### src/rtl/nor_cmd_seq.sv
// nor_cmd_seq: turns host NOR commands into JEDEC x16 Wishbone write sequences and waits on RY/BY#
module nor_cmd_seq #(
    parameter int ADDRBITS = 26,
    parameter int DATABITS = 16,
    parameter int SETTLE   = 4,
    parameter int TIMEOUT  = 2**24
) (
    input  logic                wb_clk_i,
    input  logic                wb_rst_i,
    input  logic                cmd_valid_i,
    output logic                cmd_ready_o,
    input  logic [2:0]          cmd_op_i,
    input  logic [ADDRBITS-1:0] cmd_adr_i,
    input  logic [DATABITS-1:0] cmd_dat_i,
    output logic                rsp_valid_o,
    output logic                rsp_err_o,
    output logic [DATABITS-1:0] rsp_dat_o,
    output logic [ADDRBITS-1:0] wbm_adr_o,
    output logic [DATABITS-1:0] wbm_dat_o,
    output logic                wbm_we_o,
    output logic                wbm_stb_o,
    output logic                wbm_cyc_o,
    input  logic                wbm_ack_i,
    input  logic                wbm_stall_i,
    input  logic [DATABITS-1:0] wbm_dat_i,
    input  logic                nor_ry_i,
    output logic                busy_o
);
    localparam int CW = $clog2(TIMEOUT + 1);
    localparam logic [2:0] OP_READ = 3'd0;
    localparam logic [2:0] OP_PROG = 3'd1;
    localparam logic [2:0] OP_SE   = 3'd2;
    localparam logic [2:0] OP_CE   = 3'd3;
    localparam logic [2:0] OP_RST  = 3'd4;
    localparam logic [ADDRBITS-1:0] A555 = ADDRBITS'(12'h555);
    localparam logic [ADDRBITS-1:0] A2AA = ADDRBITS'(12'h2AA);

    typedef enum logic [2:0] {S_IDLE, S_ISSUE, S_ACKWAIT, S_SETTLE, S_WAIT, S_DONE} state_t;

    state_t              r_state;
    state_t              w_state_n;
    logic [2:0]          r_op;
    logic [ADDRBITS-1:0] r_adr;
    logic [DATABITS-1:0] r_dat;
    logic [DATABITS-1:0] r_rsp_dat;
    logic [2:0]          r_step;
    logic [2:0]          w_step_n;
    logic [CW-1:0]       r_cnt;
    logic [CW-1:0]       w_cnt_n;
    logic                r_gap;
    logic                w_gap_n;
    logic                r_err;
    logic                w_err_n;
    logic                r_ry_m;
    logic                r_ry_s;
    logic                w_legal;
    logic                w_final;
    logic [2:0]          w_last;
    logic                w_ack_go;
    logic                w_rd_cap;
    logic                w_stb;
    logic                w_drive;
    logic [ADDRBITS-1:0] w_adr;
    logic [DATABITS-1:0] w_dat;
    logic [DATABITS-1:0] w_fin_dat;
    logic [DATABITS-1:0] w_unl_dat;

    assign w_legal = r_op <= OP_RST;
    assign w_last  = (r_op == OP_PROG) ? 3'd3 : (r_op == OP_SE || r_op == OP_CE) ? 3'd5 : 3'd0;
    assign w_final = r_step == w_last;

    // Step 0/3 and 1/4 are the two unlock cycles; step 2 is the command byte.
    assign w_unl_dat = (r_step == 3'd1 || r_step == 3'd4) ? DATABITS'(8'h55) :
                       (r_step == 3'd2) ? ((r_op == OP_PROG) ? DATABITS'(8'hA0) : DATABITS'(8'h80)) :
                       DATABITS'(8'hAA);
    assign w_fin_dat = (r_op == OP_PROG) ? r_dat :
                       (r_op == OP_SE)   ? DATABITS'(8'h30) :
                       (r_op == OP_CE)   ? DATABITS'(8'h10) :
                       (r_op == OP_RST)  ? DATABITS'(8'hF0) : '0;
    assign w_adr = w_final ? ((r_op == OP_CE) ? A555 : r_adr) :
                   (r_step == 3'd1 || r_step == 3'd4) ? A2AA : A555;
    assign w_dat = w_final ? w_fin_dat : w_unl_dat;

    // The gap cycle keeps cyc low between consecutive bus cycles of one sequence.
    assign w_stb   = (r_state == S_ISSUE) && w_legal && !r_gap;
    assign w_drive = w_stb || (r_state == S_ACKWAIT);

    assign wbm_cyc_o   = w_drive;
    assign wbm_stb_o   = w_stb;
    assign wbm_we_o    = w_drive && (r_op != OP_READ);
    assign wbm_adr_o   = w_drive ? w_adr : '0;
    assign wbm_dat_o   = w_drive ? w_dat : '0;
    assign cmd_ready_o = r_state == S_IDLE;
    assign busy_o      = ~cmd_ready_o;
    assign rsp_valid_o = r_state == S_DONE;
    assign rsp_err_o   = rsp_valid_o & r_err;
    assign rsp_dat_o   = r_rsp_dat;

    // Next-state and step/counter sequencing; an ack taken in ISSUE behaves as in ACKWAIT.
    always_comb begin
        w_state_n = r_state;
        w_step_n  = r_step;
        w_cnt_n   = r_cnt;
        w_gap_n   = r_gap;
        w_err_n   = r_err;
        w_ack_go  = 1'b0;
        w_rd_cap  = 1'b0;
        case (r_state)
            S_IDLE: begin
                if (cmd_valid_i) begin
                    w_state_n = S_ISSUE;
                    w_step_n  = '0;
                    w_gap_n   = 1'b0;
                    w_err_n   = 1'b0;
                end
            end
            S_ISSUE: begin
                if (!w_legal) begin
                    w_state_n = S_DONE;
                    w_err_n   = 1'b1;
                end else if (r_gap) begin
                    w_gap_n = 1'b0;
                end else if (!wbm_stall_i) begin
                    w_state_n = S_ACKWAIT;
                    w_ack_go  = wbm_ack_i;
                end
            end
            S_ACKWAIT: w_ack_go = wbm_ack_i;
            S_SETTLE: begin
                if (r_cnt == CW'(SETTLE - 1)) begin
                    w_state_n = S_WAIT;
                    w_cnt_n   = '0;
                end else begin
                    w_cnt_n = r_cnt + 1'b1;
                end
            end
            S_WAIT: begin
                if (r_ry_s) begin
                    w_state_n = S_DONE;
                end else if (r_cnt == CW'(TIMEOUT - 1)) begin
                    w_state_n = S_DONE;
                    w_err_n   = 1'b1;
                end else begin
                    w_cnt_n = r_cnt + 1'b1;
                end
            end
            S_DONE:  w_state_n = S_IDLE;
            default: w_state_n = S_IDLE;
        endcase
        if (w_ack_go) begin
            w_rd_cap = r_op == OP_READ;
            w_cnt_n  = '0;
            if (!w_final) begin
                w_state_n = S_ISSUE;
                w_step_n  = r_step + 3'd1;
                w_gap_n   = 1'b1;
            end else if (r_op == OP_READ || r_op == OP_RST) begin
                w_state_n = S_DONE;
            end else begin
                w_state_n = (SETTLE == 0) ? S_WAIT : S_SETTLE;
            end
        end
    end

    // Control state registers.
    always_ff @(posedge wb_clk_i) begin
        if (wb_rst_i) begin
            r_state <= S_IDLE;
            r_step  <= '0;
            r_cnt   <= '0;
            r_gap   <= 1'b0;
            r_err   <= 1'b0;
        end else begin
            r_state <= w_state_n;
            r_step  <= w_step_n;
            r_cnt   <= w_cnt_n;
            r_gap   <= w_gap_n;
            r_err   <= w_err_n;
        end
    end

    // Command capture on handshake and read-data capture on the READ ack.
    always_ff @(posedge wb_clk_i) begin
        if (wb_rst_i) begin
            r_op      <= '0;
            r_adr     <= '0;
            r_dat     <= '0;
            r_rsp_dat <= '0;
        end else begin
            if (cmd_valid_i && cmd_ready_o) begin
                r_op  <= cmd_op_i;
                r_adr <= cmd_adr_i;
                r_dat <= cmd_dat_i;
            end
            if (w_rd_cap) r_rsp_dat <= wbm_dat_i;
        end
    end

    // Two-flop synchroniser for the asynchronous RY/BY# pin, idling ready.
    always_ff @(posedge wb_clk_i) begin
        if (wb_rst_i) begin
            r_ry_m <= 1'b1;
            r_ry_s <= 1'b1;
        end else begin
            r_ry_m <= nor_ry_i;
            r_ry_s <= r_ry_m;
        end
    end
endmodule

### config.mk
export PLATFORM = sky130hd
export DESIGN_NAME = nor_cmd_seq
export DESIGN_NICKNAME = d
export VERILOG_FILES = /design/src/rtl/nor_cmd_seq.sv
export SDC_FILE = /design/constraint.sdc
export NUM_CORES = 1
export LEC_CHECK = 0
export ABC_AREA = 1
export BUFFER_PORTS_ARGS = -buffer_cell sky130_fd_sc_hd__buf_2
export CORE_ASPECT_RATIO = 0.9
export CORE_UTILIZATION = 58
export DETAILED_ROUTE_END_ITERATION = 8
export PLACE_DENSITY = 0.86
export SYNTH_ARGS = -nofsm -noshare
export SYNTH_HDL_FRONTEND = slang
export SYNTH_SLANG_ARGS = --single-unit
### constraint.sdc
create_clock -name wb_clk_i -period 4.55 [get_ports wb_clk_i]
set_clock_uncertainty 0.2 [all_clocks]
set_input_delay 0.455 -clock wb_clk_i [delete_from_list [all_inputs] [get_ports wb_clk_i]]
set_output_delay 0.455 -clock wb_clk_i [all_outputs]
set_load 0.05 [all_outputs]
# Word level (Yosys, flattened, before mapping)
# Cells that the tools add are included.
# W data, S select, Z words.
# totals
word_cells,109
output_inout_bits,65
inputBits,67
ff_bits,96
# op_classes
eq_ne,26
muxes,49
n_reduce_logical,18
addsub,2
order_cmp,1
bitwise,2
# ops
op,n
$mux W26,3
$mux W25,3
$pmux W25 S2,1
$mux W16,3
$mux W3,16
$mux W8,4
$add A25 B1 Y25 const B,1
$eq A25 B2 Y1 const B,1
$eq A25 B24 Y1 const B,1
$eq A3 B2 Y1 const B,5
$pmux W3 S5,1
$eq A3 B3 Y1 const B,4
$mux W1,12
$mux W6,2
$ne A2 B2 Y1 const B,6
$ne A4 B4 Y1 const B,3
$mux W11,1
$eq A3 B1 Y1 const B,3
$logic_not A3 Y1,2
$reduce_and A6 Y1,1
$reduce_bool A3 Y1,2
$reduce_and A5 Y1,1
$logic_and A1 B1 Y1,4
$logic_or A1 B1 Y1,4
other kinds (13),14

# Depth between registers and ports, before layout
# depth
depth_word,7
mapped_depth,13
depth_no_buf,13

# Worst setup path after synthesis
# OpenSTA, ideal clock, no wires.
# synth_path
kind,register to output
start,reg r_state[0]
end,out wbm_adr_o[17]
arrival_time_ns,2.579
required_time_ns,3.895
path_stages_with_launch,8
n_path_buf,1
setup_slack_ns,1.316
path_cell_list,dfxtp_1 inv_2 nor2_2 nand2_2 o21ai_4 inv_2 clkbuf_1 nor3_1
# synth_between
elab_chain_cells,5
elab_cells_between_ends,6
cone_classes,eq/ne (2); mux (1); reduce/logical (3)
# synth_rtl
item,line,source
start: declaration,40,state_t r_state;
start signal: assignment,174,r_state <= w_state_n;
$eq A3 B1 Y1,85,assign w_stb = (r_state == S_ISSUE) && w_legal && !r_gap;
$logic_and A1 B1 Y1 (2 in a row),85,
$logic_or A1 B1 Y1 (*),86,assign w_drive = w_stb || (r_state == S_ACKWAIT);
via wbm_cyc_o,22,"output logic wbm_cyc_o,"
$mux W26 (*),91,assign wbm_adr_o = w_drive ? w_adr : '0;
end: declaration,18,"output logic [ADDRBITS-1:0] wbm_adr_o,"
# The timed path passes the listed nets; every way through them passes the cells marked *.

# Worst setup path after layout
# layout_path
start,reg r_op[2]
end,out wbm_adr_o[19]
# layout_between
elab_chain_cells,7
elab_cells_between_ends,14
cone_classes,order compare (1); eq/ne (4); mux (5); reduce/logical (4)
# layout_rtl
item,line,source
start: declaration,42,logic [2:0] r_op;
start signal: assignment,191,r_op <= cmd_op_i;
$eq A3 B2 Y1 (on tied branches),"69, 80",
$logic_or A1 B1 Y1,69,assign w_last = (r_op == OP_PROG) ? 3'd3 : (r_op == OP_SE || r_op == OP_CE) ? 3'd5 : 3'd0;
$mux W3 (2 in a row),69,
$eq A3 B3 Y1,70,assign w_final = r_step == w_last;
$mux W26,80,assign w_adr = w_final ? ((r_op == OP_CE) ? A555 : r_adr) :
$mux W26 (*),91,
# Mark *: on every way between the ends. The rest lies on a longest branch, timed or not.

==> impl_results.md <==
* Post-CTS sizing at 0
* Post-synth top cells: nand2_1 (145), nor2_1 (107), dfxtp_1 (96)
* Post-synthesis sequential area ratio at 0.372
* Die X at between 100 and 150 microns
* Hold buffers post-CTS at 0
* Hold Fails Final Rpt at 0
* Type of the worst setup path: flip-flop to output port
* Gate power share at 0.506
* Cell area power density at about 570 nW/um^2
* GR met1 Demand/Resource at 0.374
* DR pass1 iterations at 6
* Total Nets Final at approximately 950
* Measured slew at the worst slew-check pin at 1.01 ns
* Sw Pwr at roughly 0.0018 W
* Die Ht at ~90 microns
* Pre-CTS setup slack at 1.73 ns
* Area contributors post-synth: dfxtp_1 (37%), nand2_1 (11%), nor2_1 (7.8%), a21oi_1 (7.5%), inv_1 (6.0%)
* # rows at 32
* Total Routed Length at ~13000 microns
* Initial Utilization at 0.600
* GR Overflow Total at 0
* Max VDD drop at around 0.00047 V
* Status: finished, final reports clean
* Internal at between 0.0015 and 0.002 W
* Non-filler cells, final at around 1000
* Setup TNS Final at 0 ns
* CP Capture Type: output port
* Post-DP HPWL at between 9000 and 10000 microns
* Cell Area, Synth at 5160 sq um
* Setup violators final at 0
* Crit-path max FO at 25
* Power share of the clock group at 0.175
* Leakage power figure at between 2 and 3 nW
* Vias in the first global route at 4941
* Post-Syn Area per Cell at ~6.8 sq um
* Final RePlAce weighted congestion at a little over 0.9
* DR DRC count at 0
* Initial antenna violation count at 0
* CTS tree: built
* Routed WL per cell at ~13 microns
* Clock Path Buffers at 2
* Synth top area share at 0.372
* Postcts setup bufs at 0
* Synth Register Bits at 96
* Sink Count at 96
* Seq pwr share at 0.319
* Drt initial violations at between 400 and 500
* Synth area leader: dfxtp_1
* Vias at roughly 5400
* GR Util All Layers at 0.296
* Final period utilization at 0.725
* Port bufs at approximately 130
* CTS Root Cell: clkbuf_8
* Placed Cells at roughly 980
* Via density at 5.38
* Count leader, synth: nand2_1
* Largest net degree at the start of global routing at 54
* Asr flop ratio synth at 0
* GR Util met2 at 0.475
* Worst min-delay path category: primary input to flip-flop
* Num CTS Buffers at 9
* Post-route ant nets at 0
* Max Cap Viol at 0
* Clk_lat worst skew at approximately 0.38 ns
* WP data required at 3.89 ns
* Final setup margin at around 1.3 ns
* Global-route layer with the greatest usage: met2
* Number of synthesized flops with an enable pin at 0
* Worst endpoint data arrival time at 2.64 ns
* Tmin final at 3.30 ns
* Yosys warning total at 0
* Synthesis-to-finish area growth at 16.5%
* Clk slew on worst S/H paths at approximately 0.11 ns
* CTS H-Tree Depth at 3
* Core Region at roughly 8600 sq um
* Crit path launch type: flip-flop
* Global-route wire length before repair at approximately 22000 microns
* Max-slew violation count at 0
* Ant. Diodes at 0
* Die area at approximately 9300 sq um
* # IOs at between 100 and 150
* Ratio of cells with drive above 1 in the final layout at 0.246
* Max_slew headroom at 0.323
* Gate Count Post-Synth at 759
* Highest Clock Rate at just over 300 MHz
* Met3 usage at 0.0654
* Synth cell types at 35
* Top FF cell, synth: dfxtp_1
* Syn nets at between 800 and 900
* RSZ-0062 raised after global routing: false
* Fillers at 752
* Sw frac at 0.517
[state kept, by name, indices dropped and copies added, names as in the netlist, 3 cells and up]
name       flops
r_cnt         25
r_state        3
r_op           3
r_step         3
rsp_dat_o     16
r_dat         16
r_adr         26
[critical path: stages, from the launching register on]
cell and delay, ns:
dfxtp_1 0.36, inv_2 0.11, nand2_1 0.07, o21ai_0 0.24, nand3_2 0.47, nor2_4 0.36
inv_2 0.17, nor3_1 0.18, buf_2 0.29
[layout make-up]
cell class,instances,area [sq um],area share
Tap cell,119,149,0.0248
Sequential cell,96,1920,0.320
Clock buffer,9,124,0.0206
Inverter,93,349,0.0580
Multi-Input combinational cell,540,2720,0.452
Timing Repair Buffer,133,671,0.112
Clock inverter,7,83.8,0.0139
[path summary, 6_finish.rpt]
check / startpoint / to / slack [ns] / cells past startpoint
max reg2reg: r_cnt[0]$_SDFFE_PP0P_ / r_cnt[24]$_SDFFE_PP0P_ / 1.96 / 12
min: nor_ry_i / r_ry_m$_SDFF_PP1_ / 0.05 / 2
max: r_op[2]$_SDFFE_PP0P_ / wbm_adr_o[19] / 1.25 / 8
min reg2reg: r_ry_m$_SDFF_PP1_ / r_ry_s$_SDFF_PP1_ / 0.23 / 1
[kinds of logic (layout without fill, tap and decap cells)]
| group | count (synthesis) | in the layout | share of synthesized area |
|---|---|---|---|
| DFF | 96 | 96 | 0.372 |
| adders and majority gates | 5 | 5 | 0.0121 |
| xor gates and xnor gates | 15 | 15 | 0.0254 |
| buffers and inverters | 123 | 242 | 0.102 |
| AOI/OAI and AO/OA | 165 | 165 | 0.179 |
| and+or+nand+nor | 355 | 355 | 0.309 |
[power groups by stage]
| stage | clock [W] | sequential (W) | combinational (W) |
|---|---|---|---|
| after global routing | 0.000647 | 0.00111 | 0.00188 |
| after detailed placement | 0 | 0.00111 | 0.00172 |
| after floorplan | 0 | 0.00120 | 0.00131 |
| final | 0.000602 | 0.00110 | 0.00174 |
| after global placement | 0 | 0.00110 | 0.00168 |
| after CTS | 0.000613 | 0.00109 | 0.00173 |
[layer usage]
layer / vias to the layer above / wire (microns) / part of all wire
li1: 2656 / - / -
met1: 2400 / 5590 / 0.42
met2: 271 / 6090 / 0.46
met3: 37 / 1130 / 0.086
met4: 0 / 378 / 0.029
met5: - / 0 / 0
[through the flow]
step	hold WS, ns	total power, W	utilization	area [sq um]
floorplan	0.189	0.00251	-	5160
global placement	0.197	0.00279	0.675	5810
detailed placement	0.193	0.00283	0.675	5810
CTS	0.0405	0.00344	0.699	6010
global route	0.0548	0.00364	0.699	6010
finish	0.0496	0.00344	0.699	6010
[cells in the final DEF (no fill, tap or decap), types with 3 or more instances in the layout]
| cell | instances |
|---|---|
| nand2_1 | 144 |
| buf_2 | 131 |
| nor2_1 | 107 |
| dfxtp_1 | 96 |
| inv_1 | 82 |
| a21oi_1 | 77 |
| o21ai_0 | 61 |
| nor3_1 | 34 |
| nand3_1 | 22 |
| nand2_2 | 20 |
| a21oi_2 | 18 |
| inv_2 | 11 |
| nand4_1 | 11 |
| xor2_1 | 9 |
| clkbuf_8 | 9 |
| xnor2_1 | 6 |
| ha_1 | 5 |
| nor2_4 | 4 |
| nand2_4 | 3 |
| or2_2 | 3 |
| inv_6 | 3 |
Power figures use the tool's default switching activity.
